### src/rtl/ps2_pkg.sv
// Shared types and helpers for the PS/2 host-to-device transmit path.
package ps2_pkg;

    typedef enum logic [2:0] {
        ST_IDLE,
        ST_INHIBIT,
        ST_REQUEST,
        ST_SEND,
        ST_ACK,
        ST_WAIT_IDLE,
        ST_RESPOND
    } tx_state_t;

    localparam int PS2_DATA_BITS  = 8;
    localparam int PS2_STOP_INDEX = 9;

    function automatic logic odd_parity(input logic [PS2_DATA_BITS-1:0] data);
        return ~^data;
    endfunction

endpackage

### src/rtl/clock_synchronizer.sv
// Two-flop synchronizer for a raw pin level; resets to the idle (released) level.
module clock_synchronizer #(
    parameter logic RESET_VALUE = 1'b1
) (
    input  logic clk,
    input  logic reset_low,
    input  logic async_in,
    output logic sync_out
);

    logic meta_q;
    logic sync_q;

    always_ff @(posedge clk or negedge reset_low) begin
        if (!reset_low) begin
            meta_q <= RESET_VALUE;
            sync_q <= RESET_VALUE;
        end else begin
            meta_q <= async_in;
            sync_q <= meta_q;
        end
    end

    assign sync_out = sync_q;

endmodule

### src/rtl/ps2_transmitter.sv
// PS/2 host-to-device frame sender: inhibit, request-to-send, shift on device clock, collect ack.
// Define PS2_TX_RESEND_EN to retry a NAKed or timed-out frame up to MAX_RETRIES times.
module ps2_transmitter
    import ps2_pkg::*;
#(
    parameter int INHIBIT_CYCLES = 7500,
    parameter int REQUEST_CYCLES = 150,
    parameter int TIMEOUT_CYCLES = 1200000,
    parameter int MAX_RETRIES    = 2
) (
    input  logic       clk,
    input  logic       reset_low,
    input  logic       ps2_clk_in,
    output logic       ps2_clk_out,
    output logic       ps2_clk_oe,
    input  logic       ps2_data_in,
    output logic       ps2_data_out,
    output logic       ps2_data_oe,
    output logic       command_ready,
    input  logic       command_valid,
    input  logic [7:0] command_byte,
    input  logic       command_ack_ready,
    output logic       command_ack_valid,
    output logic       command_ack_error,
    output tx_state_t  dbg_state
);

    localparam int CNT_MAX = (TIMEOUT_CYCLES > INHIBIT_CYCLES) ?
                             ((TIMEOUT_CYCLES > REQUEST_CYCLES) ? TIMEOUT_CYCLES : REQUEST_CYCLES) :
                             ((INHIBIT_CYCLES > REQUEST_CYCLES) ? INHIBIT_CYCLES : REQUEST_CYCLES);
    localparam int CNT_W   = $clog2(CNT_MAX + 1);
    localparam int RETRY_W = (MAX_RETRIES > 0) ? $clog2(MAX_RETRIES + 1) : 1;
`ifdef PS2_TX_RESEND_EN
    localparam int RETRY_LIMIT = MAX_RETRIES;
`else
    localparam int RETRY_LIMIT = 0;
`endif

    tx_state_t          state_q, state_d;
    logic [7:0]         byte_q, byte_d;
    logic               parity_q, parity_d;
    logic [3:0]         idx_q, idx_d;
    logic [CNT_W-1:0]   cnt_q, cnt_d;
    logic [RETRY_W-1:0] retry_q, retry_d;
    logic               nak_q, nak_d;
    logic               clk_oe_q, clk_oe_d;
    logic               data_oe_q, data_oe_d;
    logic               ready_q, ready_d;
    logic               ack_valid_q, ack_valid_d;
    logic               ack_error_q, ack_error_d;
    logic               clk_prev_q;

    logic clk_sync;
    logic data_sync;
    logic clk_fall;
    logic timed_out;
    logic fail;

    clock_synchronizer u_clk_sync (
        .clk       (clk),
        .reset_low (reset_low),
        .async_in  (ps2_clk_in),
        .sync_out  (clk_sync)
    );

    clock_synchronizer u_data_sync (
        .clk       (clk),
        .reset_low (reset_low),
        .async_in  (ps2_data_in),
        .sync_out  (data_sync)
    );

    assign clk_fall  = clk_prev_q & ~clk_sync;
    assign timed_out = (cnt_q == CNT_W'(TIMEOUT_CYCLES - 1));

    always_comb begin
        state_d     = state_q;
        byte_d      = byte_q;
        parity_d    = parity_q;
        idx_d       = idx_q;
        cnt_d       = cnt_q;
        retry_d     = retry_q;
        nak_d       = nak_q;
        data_oe_d   = data_oe_q;
        ack_error_d = ack_error_q;
        fail        = 1'b0;

        case (state_q)
            ST_IDLE: begin
                retry_d = '0;
                if (command_valid && ready_q) begin
                    byte_d      = command_byte;
                    parity_d    = odd_parity(command_byte);
                    idx_d       = '0;
                    cnt_d       = '0;
                    nak_d       = 1'b0;
                    data_oe_d   = 1'b0;
                    ack_error_d = 1'b0;
                    state_d     = ST_INHIBIT;
                end
            end
            ST_INHIBIT: begin
                if (cnt_q == CNT_W'(INHIBIT_CYCLES - 1)) begin
                    cnt_d     = '0;
                    data_oe_d = 1'b1;
                    state_d   = ST_REQUEST;
                end else begin
                    cnt_d = cnt_q + 1'b1;
                end
            end
            ST_REQUEST: begin
                if (cnt_q == CNT_W'(REQUEST_CYCLES - 1)) begin
                    cnt_d   = '0;
                    state_d = ST_SEND;
                end else begin
                    cnt_d = cnt_q + 1'b1;
                end
            end
            ST_SEND: begin
                if (clk_fall) begin
                    cnt_d = '0;
                    idx_d = idx_q + 1'b1;
                    if (idx_q < 4'(PS2_DATA_BITS)) begin
                        data_oe_d = ~byte_q[idx_q[2:0]];
                    end else if (idx_q == 4'(PS2_DATA_BITS)) begin
                        data_oe_d = ~parity_q;
                    end else begin
                        data_oe_d = 1'b0;
                    end
                    if (idx_q == 4'(PS2_STOP_INDEX)) begin
                        state_d = ST_ACK;
                    end
                end else if (timed_out) begin
                    fail = 1'b1;
                end else begin
                    cnt_d = cnt_q + 1'b1;
                end
            end
            ST_ACK: begin
                if (clk_fall) begin
                    cnt_d   = '0;
                    nak_d   = data_sync;
                    state_d = ST_WAIT_IDLE;
                end else if (timed_out) begin
                    fail = 1'b1;
                end else begin
                    cnt_d = cnt_q + 1'b1;
                end
            end
            ST_WAIT_IDLE: begin
                if (clk_sync && data_sync) begin
                    if (nak_q) begin
                        fail = 1'b1;
                    end else begin
                        state_d = ST_RESPOND;
                    end
                end else if (clk_fall) begin
                    cnt_d = '0;
                end else if (timed_out) begin
                    fail = 1'b1;
                end else begin
                    cnt_d = cnt_q + 1'b1;
                end
            end
            ST_RESPOND: begin
                if (ack_valid_q && command_ack_ready) begin
                    state_d = ST_IDLE;
                end
            end
            default: state_d = ST_IDLE;
        endcase

        // A failed attempt either restarts the same byte or reports the error.
        if (fail) begin
            data_oe_d = 1'b0;
            cnt_d     = '0;
            idx_d     = '0;
            nak_d     = 1'b0;
            if (int'(retry_q) < RETRY_LIMIT) begin
                retry_d = retry_q + 1'b1;
                state_d = ST_INHIBIT;
            end else begin
                ack_error_d = 1'b1;
                state_d     = ST_RESPOND;
            end
        end

        clk_oe_d    = (state_d == ST_INHIBIT) || (state_d == ST_REQUEST);
        ready_d     = (state_d == ST_IDLE);
        ack_valid_d = (state_d == ST_RESPOND);
    end

    always_ff @(posedge clk or negedge reset_low) begin
        if (!reset_low) begin
            state_q     <= ST_IDLE;
            byte_q      <= '0;
            parity_q    <= 1'b0;
            idx_q       <= '0;
            cnt_q       <= '0;
            retry_q     <= '0;
            nak_q       <= 1'b0;
            clk_oe_q    <= 1'b0;
            data_oe_q   <= 1'b0;
            ready_q     <= 1'b0;
            ack_valid_q <= 1'b0;
            ack_error_q <= 1'b0;
            clk_prev_q  <= 1'b1;
        end else begin
            state_q     <= state_d;
            byte_q      <= byte_d;
            parity_q    <= parity_d;
            idx_q       <= idx_d;
            cnt_q       <= cnt_d;
            retry_q     <= retry_d;
            nak_q       <= nak_d;
            clk_oe_q    <= clk_oe_d;
            data_oe_q   <= data_oe_d;
            ready_q     <= ready_d;
            ack_valid_q <= ack_valid_d;
            ack_error_q <= ack_error_d;
            clk_prev_q  <= clk_sync;
        end
    end

    assign ps2_clk_out       = 1'b0;
    assign ps2_data_out      = 1'b0;
    assign ps2_clk_oe        = clk_oe_q;
    assign ps2_data_oe       = data_oe_q;
    assign command_ready     = ready_q;
    assign command_ack_valid = ack_valid_q;
    assign command_ack_error = ack_error_q;
    assign dbg_state         = state_q;

endmodule

### config.mk
export PLATFORM = sky130hd
export DESIGN_NAME = ps2_transmitter
export DESIGN_NICKNAME = d
export VERILOG_FILES = /design/src/rtl/ps2_pkg.sv /design/src/rtl/clock_synchronizer.sv /design/src/rtl/ps2_transmitter.sv
export SDC_FILE = /design/constraint.sdc
export NUM_CORES = 1
export LEC_CHECK = 0
export CAP_MARGIN = 20
export CORE_MARGIN = 2
export CORE_UTILIZATION = 40
export DETAILED_ROUTE_END_ITERATION = 16
export HOLD_SLACK_MARGIN = 0.02
export SLEW_MARGIN = 20
export SYNTH_ARGS = -nofsm -noshare
export SYNTH_HDL_FRONTEND = slang
export SYNTH_SLANG_ARGS = --single-unit
### constraint.sdc
create_clock -name clk -period 3.84 [get_ports clk]
set_clock_uncertainty 0.05 [all_clocks]
set_input_delay 0.576 -clock clk [delete_from_list [all_inputs] [get_ports clk]]
set_output_delay 0.576 -clock clk [all_outputs]
set_load 0.005 [all_outputs]
# Word level (Yosys, flattened, before mapping)
# Cells that the tools add are included.
[op_classes]
add_sub_neg = 2
magnitude_cmp = 2
eq_ne = 19
muxes = 42
bitwise_logic = 4
n_reduce_logical = 20
[ops]
columns = ["operator", "n"]
rows = [
  ["21-bit two-way mux", 7],
  ["21-bit one-hot mux with 5 select lines", 1],
  ["3-bit two-way mux", 10],
  ["21-bit by 1-bit adder with 21-bit output (second input constant)", 1],
  ["21-bit by 13-bit equality test with 1-bit output (second input constant)", 1],
  ["21-bit equality test (second input constant)", 1],
  ["21-bit by 8-bit equality test with 1-bit output (second input constant)", 1],
  ["3-bit one-hot mux with 7 select lines", 1],
  ["1-bit two-way mux", 15],
  ["3-bit != test (second input constant)", 5],
  ["3-bit equality test (second input constant)", 4],
  ["4-bit two-way mux", 3],
  ["3-bit by 2-bit equality test with 1-bit output (second input constant)", 3],
  ["3-bit AND reduction", 3],
  ["4-bit equality test (second input constant)", 2],
  ["4-bit one-hot mux with 2 select lines", 1],
  ["8-bit XNOR reduction", 1],
  ["3-bit by 1-bit equality test with 1-bit output (second input constant)", 2],
  ["3-bit zero test", 2],
  ["3-bit nonzero test", 2],
  ["6-bit nonzero test", 1],
  ["4-bit by 1-bit adder with 4-bit output (second input constant)", 1],
  ["3-bit by 4-bit < comparator with 1-bit output (second input constant)", 1],
  ["4-bit < comparator (second input constant)", 1],
  ["12 further kinds", 19],
]
[word_totals]
ff_bits = 48
word_cells = 105

# Longest topological paths before layout
[depth]
depth_word = 8
ltp_mapped = 9
ltp_nobuf = 8

# Hierarchy
# A second synthesis with hierarchy kept.
[hier_totals]
hier_cells = 300
area_unflattened_um2 = 2768.9
[modules_own_cells]
columns = ["module", "n_inst", "cells_each", "area_each_um2", "seq_area_each_um2"]
rows = [
  ["ps2_transmitter", 1, 296, 2663.8, 1102.3],
  ["clock_synchronizer", 2, 2, 52.6, 52.6],
]

# Worst setup path after synthesis
# No wires, ideal clock.
[synth_timing]
path_kind = "reg-to-reg"
start = "reg cnt_q[7]"
end = "reg cnt_q[4]"
setup_ns = 0.121
arrival_time_ns = 2.286
t_required_ns = 3.669
path_slack_ns = 1.383
stages_incl_launch_ff = 8
path_buffers = 1
path_cell_list = "dfrtp_1 -> or4b_4 -> nor4_4 -> a2111oi_1 -> o311a_1 -> buf_4 -> a21o_1 -> a22o_1"
[synth_between]
elab_chain_len = 7
[synth_lines]
columns = ["element", "line_no", "text"]
rows = [
  ["start: declaration", "ps2_transmitter.sv:43", "logic [CNT_W-1:0] cnt_q, cnt_d;"],
  ["start signal: assignment", "ps2_transmitter.sv:213", "cnt_q <= cnt_d;"],
  ["21-bit equality test", "ps2_transmitter.sv:74", "assign timed_out = (cnt_q == CNT_W'(TIMEOUT_CYCLES - 1));"],
  ["1-bit two-way mux", "ps2_transmitter.sv:133, ps2_transmitter.sv:144, ps2_transmitter.sv:159", ""],
  ["1-bit two-way mux", "ps2_transmitter.sv:157", "end else if (clk_fall) begin"],
  ["1-bit two-way mux", "ps2_transmitter.sv:151", "if (clk_sync && data_sync) begin"],
  ["1-bit one-hot mux with 2 select lines", "ps2_transmitter.sv:88", "case (state_q)"],
  ["3-bit != test (no source line) / 6-bit nonzero test (equally long branches)", "n/a", ""],
  ["3-bit AND reduction (no source line)", "n/a", ""],
]
# Several ways; a longest one is shown, not always the timed one. The select of a mux whose other input is x is not followed.
# A chain may end at the register's enable or synchronous reset.

# Worst setup path after layout
# Ends and elaborated chain as after synthesis.

==> results by group <==
Global routing
  – Global-route wire length before repair: 9940 um
  – GR Overflow Total: 0
  – Largest net degree at the start of global routing: 49
  – Antenna violations before repair: 0
  – Gr usage total: 16.8%
  – Number of global-route vias before repair: 2,119

Clock tree
  – Root Driver: clkbuf_8
  – Clock transition at path regs: 0.10 ns
  – Htree depth: 2
  – Clock sink total: 48
  – Hold buffers post-CTS: 0
  – CTS tree: done
  – CTS max path bufs: 2
  – Post_cts resized: 0
  – Post-CTS Setup Repair Bufs: 0
  – Clk Latency, worst-skew pair: 0.31 ns
  – CTS Buf Count: 5

Finish
  – Design Area, Final: 0.00311 sq mm
  – Fin nets: 327
  – Non-filler instance count after layout: 389
  – Area delta synth->final: 14.5%
  – Layout cell share with drive strength beyond 1: 10.7%
  – N_diodes: 0

Routing
  – Via count: 2,191
  – Pre-Repair DR Iteration Count: 4
  – Met1 WL: 2850 um
  – Final ANT Viol Nets: 0
  – Residual DRC count: 0
  – Drt total wl: 5820 um
  – Met2 WL: 2670 um
  – Top Layer Used: met4
  – Met3 WL post-DR: 167 um
  – DR WL/cell: 15.0 um
  – 1st-iter DRT viols: 147
  – Vias per cell: 5.63

Die
  – Die width: 86.4 um
  – Top Ports: 24
  – Core Area: 0.00668 sq mm
  – Die Y: 86.4 um
  – Starting Density: 40.7%
  – DIE AREA: 0.00747 sq mm
  – FP Rows: 30

Setup path
  – Buffers and inverters on the worst path: 1
  – Worst setup path class: reg2reg
  – Worst Setup Start Kind: flop
  – Arr. time, crit path: 2.95 ns
  – Worst path cell trace: or4b_4 -> nor4_4 -> a2111oi_1 -> o311a_1 -> buf_4 -> a21o_1 -> a22o_1
  – CP Capture Type: flop
  – Worst path slowest cell: or4b_4
  – Crit path max-delay family: compound AO/OA/AOI/OAI gates
  – Crit-path max FO: 14
  – WP data required: 3.99 ns
  – CP max stage delay: 0.58 ns

STA
  – RSZ-0062 raised after global routing: no
  – Worst Tran Pin Value: 0.696 ns
  – Slew Limit Fails: 0
  – Worst setup margin: 1.05 ns
  – Final worst-path cycle share: 72.8%
  – Sum Neg Setup Slack: 0 ns
  – Fin. Hold Viols: 0
  – Max_slew headroom: 53.5%
  – Setup Viol. Count Final: 0
  – Fin crit period: 2.79 ns
  – Maximum clock frequency: 358 MHz

Power and ir drop
  – Worst VDD drop: 0.195 mV
  – Pwr dens: 592 mW/mm^2
  – Overall Power: 0.00184 W
  – Static leakage: 1.30 nW

Placement
  – GP Congestion: 0.852
  – Placed insts: 381
  – Hpwl dp: 4120 um
  – Placement Cell Area: 0.00297 sq mm
  – Place WS: 1.07 ns
  – I/O Buffers: 21

Yosys
  – Synth Flop Type: dfrtp_1
  – #FFs+latches synth: 48
  – Yosys warns: 0
  – Main area contributors after synthesis: dfrtp_1 (40%), dfstp_2 (4.8%), nand2_1 (4.0%)
  – Synth Instances: 291
  – Synth Area per Inst: 9.34 sq um
  – Post-synth EDFFs: 0
  – Top-area cell type share of the netlist area: 39.6%
  – Leading area contributor after synthesis: dfrtp_1
  – Ys async rst share: 100%
  – Register area share after synthesis: 44.4%
  – Netlist cell types: 49
  – Cell Area, Synth: 0.00272 sq mm

Worst hold path
  – Worst hold-check path type: in2async

Status
  – Outcome: finished clean

Flow run
  – Maxcap violations: 0
kinds of logic after synthesis:
family,after synthesis,share of synthesized area [%]
AND/OR/NAND/NOR,121,23.6
AO/OA/AOI/OAI,70,17.4
flip-flops,48,44.4
buffers and inverters,27,4.19
multiplexers,10,4.97
XOR/XNOR,9,2.90
adder cells (fa/ha/maj),5,2.30
other,1,0.138
cells in the final DEF, fill, tap and decap left out, drive strengths merged, types with 4 or more instances in the layout:
cell	count
dfstp	5
a31oi	6
a21o	7
inv	15
o31ai	5
xnor2	7
nand3	17
o22ai	5
a22o	7
nand4	5
and3	4
nor3	5
dfrtp	43
clkbuf	5
ha	5
or2	5
nand2	30
nor4	6
o21ai	14
clkdlybuf4s50	20
nor2	21
mux2	8
and2	11
a21oi	12
stage by stage:
step	hold slack, ns	utilization (%)
global route	0.274	46.6
floorplan	0.230	-
global placement	0.298	44.5
detailed placement	0.297	44.5
CTS	0.311	46.6
finish	0.214	46.6
power by group:
group | total (W) | internal, W | switching [W]
sequential | 0.000733 | 0.000614 | 0.000119
combinational | 0.000665 | 0.000308 | 0.000358
clock | 0.000445 | 0.000262 | 0.000183
total | 0.00184 | 0.00118 | 0.000659
registers in the layout, indices dropped and copies added (netlist names):
name	flops
command_ready	1
u_data_sync.sync_out	1
clk_prev_q	1
parity_q	1
u_clk_sync.sync_out	1
nak_q	1
cnt_q	21
u_clk_sync.meta_q	1
ps2_clk_oe	1
command_ack_error	1
ps2_data_oe	1
byte_q	8
dbg_state	3
command_ack_valid	1
u_data_sync.meta_q	1
idx_q	4
per-layer routing:
| metal | track usage [%] | up-vias |
|---|---|---|
| met2 | 25.9 | 41 |
| li1 | - | 1074 |
| met4 | 7.10 | 0 |
| met3 | 3.24 | 11 |
| met5 | 0 | - |
| met1 | 23.0 | 1065 |
synth_stat cells, drive strengths merged (5+ instances only):
cell type and number:
dfrtp 43, nand2 30, nor2 21, nand3 17, inv 14, o21ai 14
a21oi 12, and2 11, clkbuf 9, mux2 8, a21o 7, a22o 7
xnor2 7, a31oi 6, nor4 6, dfstp 5, ha 5, nand4 5
nor3 5, o22ai 5, o31ai 5, or2 5
final cells by class:
class,count,area [sq um]
clock buffer,5,68.8
clock inverter,3,68.8
fill,655,3570
inverter,14,52.6
multi-input combinational,217,1400
sequential,48,1210
tap,80,100
timing repair buffer,22,215
final timing paths:
check | cells past startpoint | endpoint | slack (ns) | from
worst min register to register | 0 | u_clk_sync.sync_out | 0.31 | u_clk_sync.meta_q
worst min-delay path | 1 | dbg_state[1] | 0.21 | reset_low
worst max register to register | 7 | cnt_q[4] | 1.05 | cnt_q[7]
min in group clk | 0 | u_clk_sync.sync_out | 0.31 | u_clk_sync.meta_q
max in group asynchronous | 1 | cnt_q[5] | 3.11 | reset_low
worst max-delay path | 7 | cnt_q[4] | 1.05 | cnt_q[7]
worst reg2reg max path, delay by kind of cell, from the launching register on:
family / cells / cell delay, ns
AOI/OAI and AO/OA: 4 / 1.02
and+or+nand+nor: 2 / 0.92
DFF: 1 / 0.45
buffers and inverters: 1 / 0.25
Note: power is estimated with default switching activity, not from simulation.
